==> src/rtl/hazard_stall_unit.sv <==
`default_nettype none
// ============================================================================
// Module      : hazard_stall_unit
// Description : Pipeline hazard controller for hazards that operand
//               forwarding cannot resolve. Compares the ID instruction's
//               sources against the EX and MEM destinations, freezes PC and
//               IF/ID and injects an ID/EX bubble on a stall, flushes IF/ID
//               on a taken branch, tracks the multi-cycle mult/div unit and
//               keeps a saturating stall-cycle counter.
//
// Ports:
//   clk, rst          : clock, synchronous active-high reset
//   id_*              : decoded fields of the instruction in ID
//   branch_taken      : branch resolved taken in ID this cycle
//   ex_reg_write, ex_mem_read, ex_dest_addr   : EX instruction info
//   mem_mem_read, mem_dest_addr               : MEM instruction info
//   ex_start_muldiv   : mult/div entered EX this cycle
//   stall_count_clr   : clear the stall counter (priority over counting)
//   pc_write, if_id_write, id_ex_bubble, if_id_flush : pipeline controls
//   muldiv_busy       : HI/LO unit busy (registered)
//   stall_count       : saturating stall-cycle counter
//
// Revision    : 1.0 - initial release
// ============================================================================
module hazard_stall_unit #(
    parameter int MD_LATENCY = 4,
    parameter int CNT_W      = 16
) (
    input  logic             clk,
    input  logic             rst,
    input  logic [4:0]       id_rs_addr,
    input  logic [4:0]       id_rt_addr,
    input  logic             id_uses_rs,
    input  logic             id_uses_rt,
    input  logic             id_is_branch,
    input  logic             id_is_muldiv,
    input  logic             id_reads_hilo,
    input  logic             branch_taken,
    input  logic             ex_reg_write,
    input  logic             ex_mem_read,
    input  logic [4:0]       ex_dest_addr,
    input  logic             mem_mem_read,
    input  logic [4:0]       mem_dest_addr,
    input  logic             ex_start_muldiv,
    input  logic             stall_count_clr,
    output logic             pc_write,
    output logic             if_id_write,
    output logic             id_ex_bubble,
    output logic             if_id_flush,
    output logic             muldiv_busy,
    output logic [CNT_W-1:0] stall_count
);

    // Reload value for the busy window; the unit is busy MD_LATENCY-1 cycles
    // after the issue cycle.
    localparam logic [7:0]       c_MD_RELOAD = 8'(MD_LATENCY - 1);
    localparam logic             c_MD_MULTI  = (MD_LATENCY > 1);
    localparam logic [CNT_W-1:0] c_CNT_MAX   = {CNT_W{1'b1}};
    localparam logic [CNT_W-1:0] c_CNT_ONE   = {{(CNT_W-1){1'b0}}, 1'b1};

    typedef enum logic [0:0] {
        S_IDLE = 1'b0,
        S_BUSY = 1'b1
    } md_state_t;

    md_state_t        r_state;
    md_state_t        w_state_next;
    logic [7:0]       r_md_cnt;
    logic [7:0]       w_md_cnt_next;
    logic [CNT_W-1:0] r_stall_cnt;

    // ------------------------------------------------------------------
    // Source matching: a source counts only when it is actually read and
    // is not $0, which is hard-wired and never a real dependency.
    // ------------------------------------------------------------------
    logic w_rs_valid;
    logic w_rt_valid;
    logic w_ex_match;
    logic w_mem_match;
    logic w_load_use;
    logic w_branch_ex;
    logic w_branch_mem;
    logic w_hilo_hazard;
    logic w_stall;

    assign w_rs_valid  = id_uses_rs && (id_rs_addr != 5'd0);
    assign w_rt_valid  = id_uses_rt && (id_rt_addr != 5'd0);

    assign w_ex_match  = (w_rs_valid && (ex_dest_addr == id_rs_addr)) ||
                         (w_rt_valid && (ex_dest_addr == id_rt_addr));
    assign w_mem_match = (w_rs_valid && (mem_dest_addr == id_rs_addr)) ||
                         (w_rt_valid && (mem_dest_addr == id_rt_addr));

    assign w_load_use    = ex_mem_read && w_ex_match;
    // Branches compare in ID, so any EX result and any MEM load result is
    // still too late to forward into the comparator.
    assign w_branch_ex   = id_is_branch && ex_reg_write && w_ex_match;
    assign w_branch_mem  = id_is_branch && mem_mem_read && w_mem_match;
    assign w_hilo_hazard = (r_state == S_BUSY) && (id_is_muldiv || id_reads_hilo);

    assign w_stall = w_load_use || w_branch_ex || w_branch_mem || w_hilo_hazard;

    // A stall overrides a taken branch: the branch outcome was computed on
    // stale operands and will be re-evaluated next cycle.
    assign pc_write     = rst ? 1'b1 : ~w_stall;
    assign if_id_write  = rst ? 1'b1 : ~w_stall;
    assign id_ex_bubble = rst ? 1'b0 :  w_stall;
    assign if_id_flush  = rst ? 1'b0 : (branch_taken && !w_stall);

    // ------------------------------------------------------------------
    // Mult/div occupancy FSM
    // ------------------------------------------------------------------
    always_ff @(posedge clk) begin
        if (rst) begin
            r_state  <= S_IDLE;
            r_md_cnt <= 8'd0;
        end else begin
            r_state  <= w_state_next;
            r_md_cnt <= w_md_cnt_next;
        end
    end

    always_comb begin
        w_state_next  = r_state;
        w_md_cnt_next = r_md_cnt;
        case (r_state)
            S_IDLE: begin
                if (ex_start_muldiv && c_MD_MULTI) begin
                    w_state_next  = S_BUSY;
                    w_md_cnt_next = c_MD_RELOAD;
                end
            end
            S_BUSY: begin
                // A new issue while busy restarts the window.
                if (ex_start_muldiv && c_MD_MULTI) begin
                    w_md_cnt_next = c_MD_RELOAD;
                end else if (r_md_cnt <= 8'd1) begin
                    w_state_next  = S_IDLE;
                    w_md_cnt_next = 8'd0;
                end else begin
                    w_md_cnt_next = r_md_cnt - 8'd1;
                end
            end
            default: begin
                w_state_next  = S_IDLE;
                w_md_cnt_next = 8'd0;
            end
        endcase
    end

    assign muldiv_busy = (r_state == S_BUSY);

    // ------------------------------------------------------------------
    // Saturating stall counter; clear wins over a same-cycle stall.
    // ------------------------------------------------------------------
    always_ff @(posedge clk) begin
        if (rst) begin
            r_stall_cnt <= '0;
        end else if (stall_count_clr) begin
            r_stall_cnt <= '0;
        end else if (w_stall && (r_stall_cnt != c_CNT_MAX)) begin
            r_stall_cnt <= r_stall_cnt + c_CNT_ONE;
        end
    end

    assign stall_count = r_stall_cnt;

endmodule
`default_nettype wire

==> config.mk <==
export PLATFORM = sky130hd
export DESIGN_NAME = hazard_stall_unit
export DESIGN_NICKNAME = d
export VERILOG_FILES = /design/src/rtl/hazard_stall_unit.sv
export SDC_FILE = /design/constraint.sdc
export NUM_CORES = 1
export LEC_CHECK = 0
export CAP_MARGIN = 0
export CORE_MARGIN = 2
export CORE_UTILIZATION = 49
export CTS_BUF_LIST = sky130_fd_sc_hd__clkbuf_4 sky130_fd_sc_hd__clkbuf_8 sky130_fd_sc_hd__clkbuf_16
export CTS_CLUSTER_SIZE = 24
export DETAILED_ROUTE_END_ITERATION = 8
export PLACE_DENSITY = 0.91
export RECOVER_POWER = 25
export SLEW_MARGIN = 10
export SYNTH_ARGS = -nofsm -noshare
export SYNTH_HDL_FRONTEND = slang
export SYNTH_SLANG_ARGS = --single-unit
export TNS_END_PERCENT = 5
==> constraint.sdc <==
create_clock -name clk -period 4.3 [get_ports clk]
set_clock_uncertainty 0.15 [all_clocks]
set_input_delay 0.86 -clock clk [delete_from_list [all_inputs] [get_ports clk]]
set_output_delay 0.86 -clock clk [all_outputs]
set_load 0.005 [all_outputs]
---- Word level (Yosys, flattened, before mapping) ----
Cells that the tools add are included.
storage, ports and cells
  flip-flop bits (word level) ............. 25
  output and inout bits ................... 21
cells by class
  bitwise gates (word level) .............. 2
  order comparisons ....................... 1
  muxes and demuxes ....................... 11
  reductions and logical operators ........ 24
  $add $sub $neg .......................... 2
  equality and inequality tests ........... 6
operators with widths
  cell                                                                               count
  8-bit two-way mux                                                                  3
  5-bit equality test                                                                4
  16-bit by 1-bit adder with 16-bit output (second input constant)                   1
  16-bit != test (second input constant)                                             1
  8-bit one-hot mux with 2 select lines                                              1
  1-bit logical AND                                                                  14
  5-bit nonzero test                                                                 2
  8-bit by 1-bit less-or-equal comparator with 1-bit output (second input constant)  1
  8-bit by 1-bit subtractor with 8-bit output (second input constant)                1
  1-bit logical OR                                                                   6
  1-bit two-way mux                                                                  6
  2-bit != test (second input constant)                                              1
  1-bit NOT                                                                          2
  1-bit one-hot mux with 2 select lines                                              1
  2-bit OR reduction                                                                 1
  1-bit zero test                                                                    1

---- Logic depth before layout (Yosys ltp) ----
  word-level depth ........................ 11
  depth in mapped cells ................... 9

---- Worst setup path before layout ----
No wires, ideal clock.
  path kind ............................... input -> output
  from .................................... input port id_rt_addr[1]
  to ...................................... output port pc_write
  stages .................................. 9
  arrival time ............................ 2371 ps
  path slack .............................. 919 ps
  path through ............................ or4_1 > o21ai_1 > nor4_1 > o211ai_1 > and2_4 > clkbuf_2 > nor2_1 > inv_1 > buf_4
between the ends
  cells in the longest elaborated chain, start to end .. 10
  elaborated cells between the ends (all ways) .. 16
ends and longest elaborated chain
  what                                         RTL line  RTL
  from (decl)                                  32        input logic [4:0] id_rt_addr,
  5-bit nonzero test                           87        assign w_rt_valid = id_uses_rt && (id_rt_addr != 5'd0);
  1-bit logical AND                            87
  1-bit logical AND                            90        (w_rt_valid && (ex_dest_addr == id_rt_addr));
  1-bit logical OR                             89        assign w_ex_match = (w_rs_valid && (ex_dest_addr == id_rs_addr)) ||
  1-bit logical AND, on equally long branches  94, 97
  1-bit logical OR                             101       assign w_stall = w_load_use || w_branch_ex || w_branch_mem || w_hilo_hazard;
  1-bit logical OR * (2 in a row)              101
  1-bit NOT *                                  --
  1-bit two-way mux *                          --
  to (decl)                                    46        output logic pc_write,
Every way passes the cells marked *; elsewhere a longest branch is shown, timed or not.

---- Worst setup path in the final report ----
  from .................................... input port id_rt_addr[1]
  to ...................................... output port if_id_flush
between the ends
  cells in the longest elaborated chain, start to end .. 11
  elaborated cells between the ends (all ways) .. 17
ends and longest elaborated chain
  what                                         RTL line  RTL
  5-bit nonzero test                           87
  1-bit logical AND                            87
  1-bit logical AND                            90
  1-bit logical OR                             89
  1-bit logical AND, on equally long branches  94, 97
  1-bit logical OR                             101
  1-bit logical OR * (2 in a row)              101
  1-bit zero test *                            108       assign if_id_flush = rst ? 1'b0 : (branch_taken && !w_stall);
  1-bit logical AND *                          108
  1-bit two-way mux *                          108
  to (decl)                                    49        output logic if_id_flush,
Marks and branches as above.

==> results.toml <==
[outcome]
status = "finished, final reports clean"

[grt]
antenna_found_initial = 0
grt_pass1_vias = 1411
grt_start_max_net_pins = 29
grt_first_pass_wirelength_um = 6060
track_usage_pct = 21.6
overflow = 0

[yosys]
async_flop_share_pct = 0
synth_edf_count = 0
yosysMostFrequentCell = "dfxtp_1"
synthDistinctLibCells = 38
synth_area_um2 = 1560
synthCells = 198
ys_seq_elements = 25
synth_nets = 234
synth_commonest_cells = "dfxtp_1 (25), a21oi_1 (24), nor2_1 (14)"
synth_top_area_share_pct = 32.1
postSynthAreaPerCell_um2 = 7.87
seq_area_frac_synth_pct = 32.1
synth_warnings = 0
ys.flop_type = "dfxtp_1"
yosys.area.top_type = "dfxtp_1"
synthTopCellsByArea = "dfxtp_1 (32%), a21oi_1 (7.7%), xnor2_1 (7.3%)"

[cts]
root_buffer = "clkbuf_4"
cts_num_sinks = 25
cts_buffers = 3
cts.clk_slew.worst_paths_ns = 0.14
clockBufferDepth = 2
cts_tree = "built"
htree_num_levels = 1
clkLatencyLatePin_ns = 0.32
postCtsSetupRepairBufs = 0

[power_and_ir_drop]
p_per_area_nw_per_um2 = 213
leakagePower_uw = 0.000720
ir_drop_uv = 102
power.total_uw = 459

[route]
drc = 0
routed_via_density = 5.55
drt_wl_total_um = 3710
drt-initial-drc-count = 42
dr.pass1.iters = 4
avgRoutedWirePerCell_um = 12.7
ant_nets = 0
vias = 1627

[flow_run]
maxCapViolCount = 0

[layout]
area_growth_pct = 38.0
fin_nets = 286
drive_above_1_share_pct = 6.02
diodes = 0

[floorplan]
die_y_um = 60.4
fp.dieW_um = 60.4
ioPinCount = 54
start_util_pct = 51.5
dieArea_um2 = 3650
rows = 20
core_area_um2 = 3030

[sta]
min_period_ns = 4.18
setup_violations = 0
worst_slew_pin_slew_ns = 1.08
max_freq_mhz = 239
finalHoldViolCount = 0
setup-tns-final_ns = 0
finalCritPeriodShare_pct = 97.3
slew_headroom_pct = 27.6
rsz0062_at_grt = "no"
maxSlewViolCount = 0

[worst_setup_path]
reg2reg_depth = 7
reg2reg_to = "r_md_cnt[0]"
crit_end = "if_id_flush"
cp-startpoint = "id_rt_addr[1]"
cp_max_fo = 3
r2r_slack_ns = 1.87
crit_path_end_kind = "output pin"
required_ns = 3.29
rr_startpoint = "r_md_cnt[5]"
criticalPathCategory = "input pin to output pin"
crit_path_start_kind = "input pin"
arrival_ns = 3.17

[placed_design]
detailed_place_hpwl_um = 2950
portBuffers = 53
gp_congestion = 0.913

[worst_hold_path]
hold_path_class = "register to register"
-- layout by cell type (no fill, tap or decap), drive strengths merged, types with 2 or more instances in the layout --
cell	synthesis	routed
clkdlybuf4s50	0	50
dfxtp	25	25
a21oi	24	24
o21ai	15	15
nor2	14	14
xnor2	13	13
or4	10	10
or3	10	10
xor2	8	8
nand4	8	8
nand3	8	8
nand2	7	7
inv	6	6
o31ai	6	6
nor3	5	5
or2	5	5
nor4	4	4
clkbuf	4	4
buf	6	4
and3	3	3
ha	3	3
dlygate4sd3	0	3
and2	3	3
o21a	2	2
-- layout make-up --
type / count / area (um^2)
Clock buffer: 4 / 30.0
Fill cell: 258 / 877
Inverter: 6 / 22.5
Multi-Input combinational cell: 157 / 982
Sequential cell: 25 / 500
Tap cell: 44 / 55.1
Timing Repair Buffer: 57 / 561
-- repair_timing --
item / CTS / global route
resized for setup: 0 / 1
endpoints found under the setup margin: 0 / 3
hold buffers: 0 / 0
-- through the flow --
stage	hold slack, ns	area (um^2)	utilization (%)	instances	worst slack (ns)
after global routing	0.392	2150	71.0	293	0.00622
after floorplan	0.311	1560	-	198	0.919
final	0.354	2150	71.0	293	0.117
after detailed placement	0.340	2120	70.1	289	0.101
after CTS	0.358	2150	71.1	293	0.0985
after global placement	0.329	2120	70.1	289	0.160
-- sequential cells by signal, summed over array words and instances (netlist names) --
register     cells
r_md_cnt         8
muldiv_busy      1
stall_count     16
-- kinds of logic after synthesis --
logic type	synth area share, %
AOI/OAI and AO/OA	18.5
xor gates and xnor gates	11.8
adders and majority gates	2.41
buffers and inverters	4.73
DFF	32.1
and+or+nand+nor	30.5
-- layer usage --
| metal | global-route usage [%] | share of wire, % |
|---|---|---|
| met2 | 37.6 | 48 |
| met1 | 26.1 | 42 |
| met3 | 3.62 | 6.3 |
| met5 | 0 | 0 |
| met4 | 9.84 | 3.1 |
-- worst min path at each step --
stage / cells past startpoint / start / slack [ns] / endpoint
after floorplan: 2 / r_md_cnt[3] / 0.31 / r_md_cnt[3]
after global placement: 2 / stall_count[8] / 0.33 / stall_count[8]
after detailed placement: 2 / stall_count[8] / 0.34 / stall_count[8]
after CTS: 2 / stall_count[8] / 0.36 / stall_count[8]
after global routing: 2 / stall_count[7] / 0.39 / stall_count[7]
final: 2 / stall_count[8] / 0.35 / stall_count[8]
-- where the power goes --
group,leakage [uW],internal (uW),switching [uW]
logic,0.000499,58.8,47.9
clock network,0.0000184,42.6,69.1
registers,0.000203,236,4.75
total,0.000720,337,122
-- critical path, stage by stage --
cell	delay (ns)
clkdlybuf4s50_1	0.47
or4_1	0.53
o21ai_1	0.18
nor4_1	0.10
o211ai_1	0.21
and2_4	0.19
and3b_1	0.15
clkdlybuf4s50_1	0.49
No activity file was read; power rests on OpenSTA's default activity.
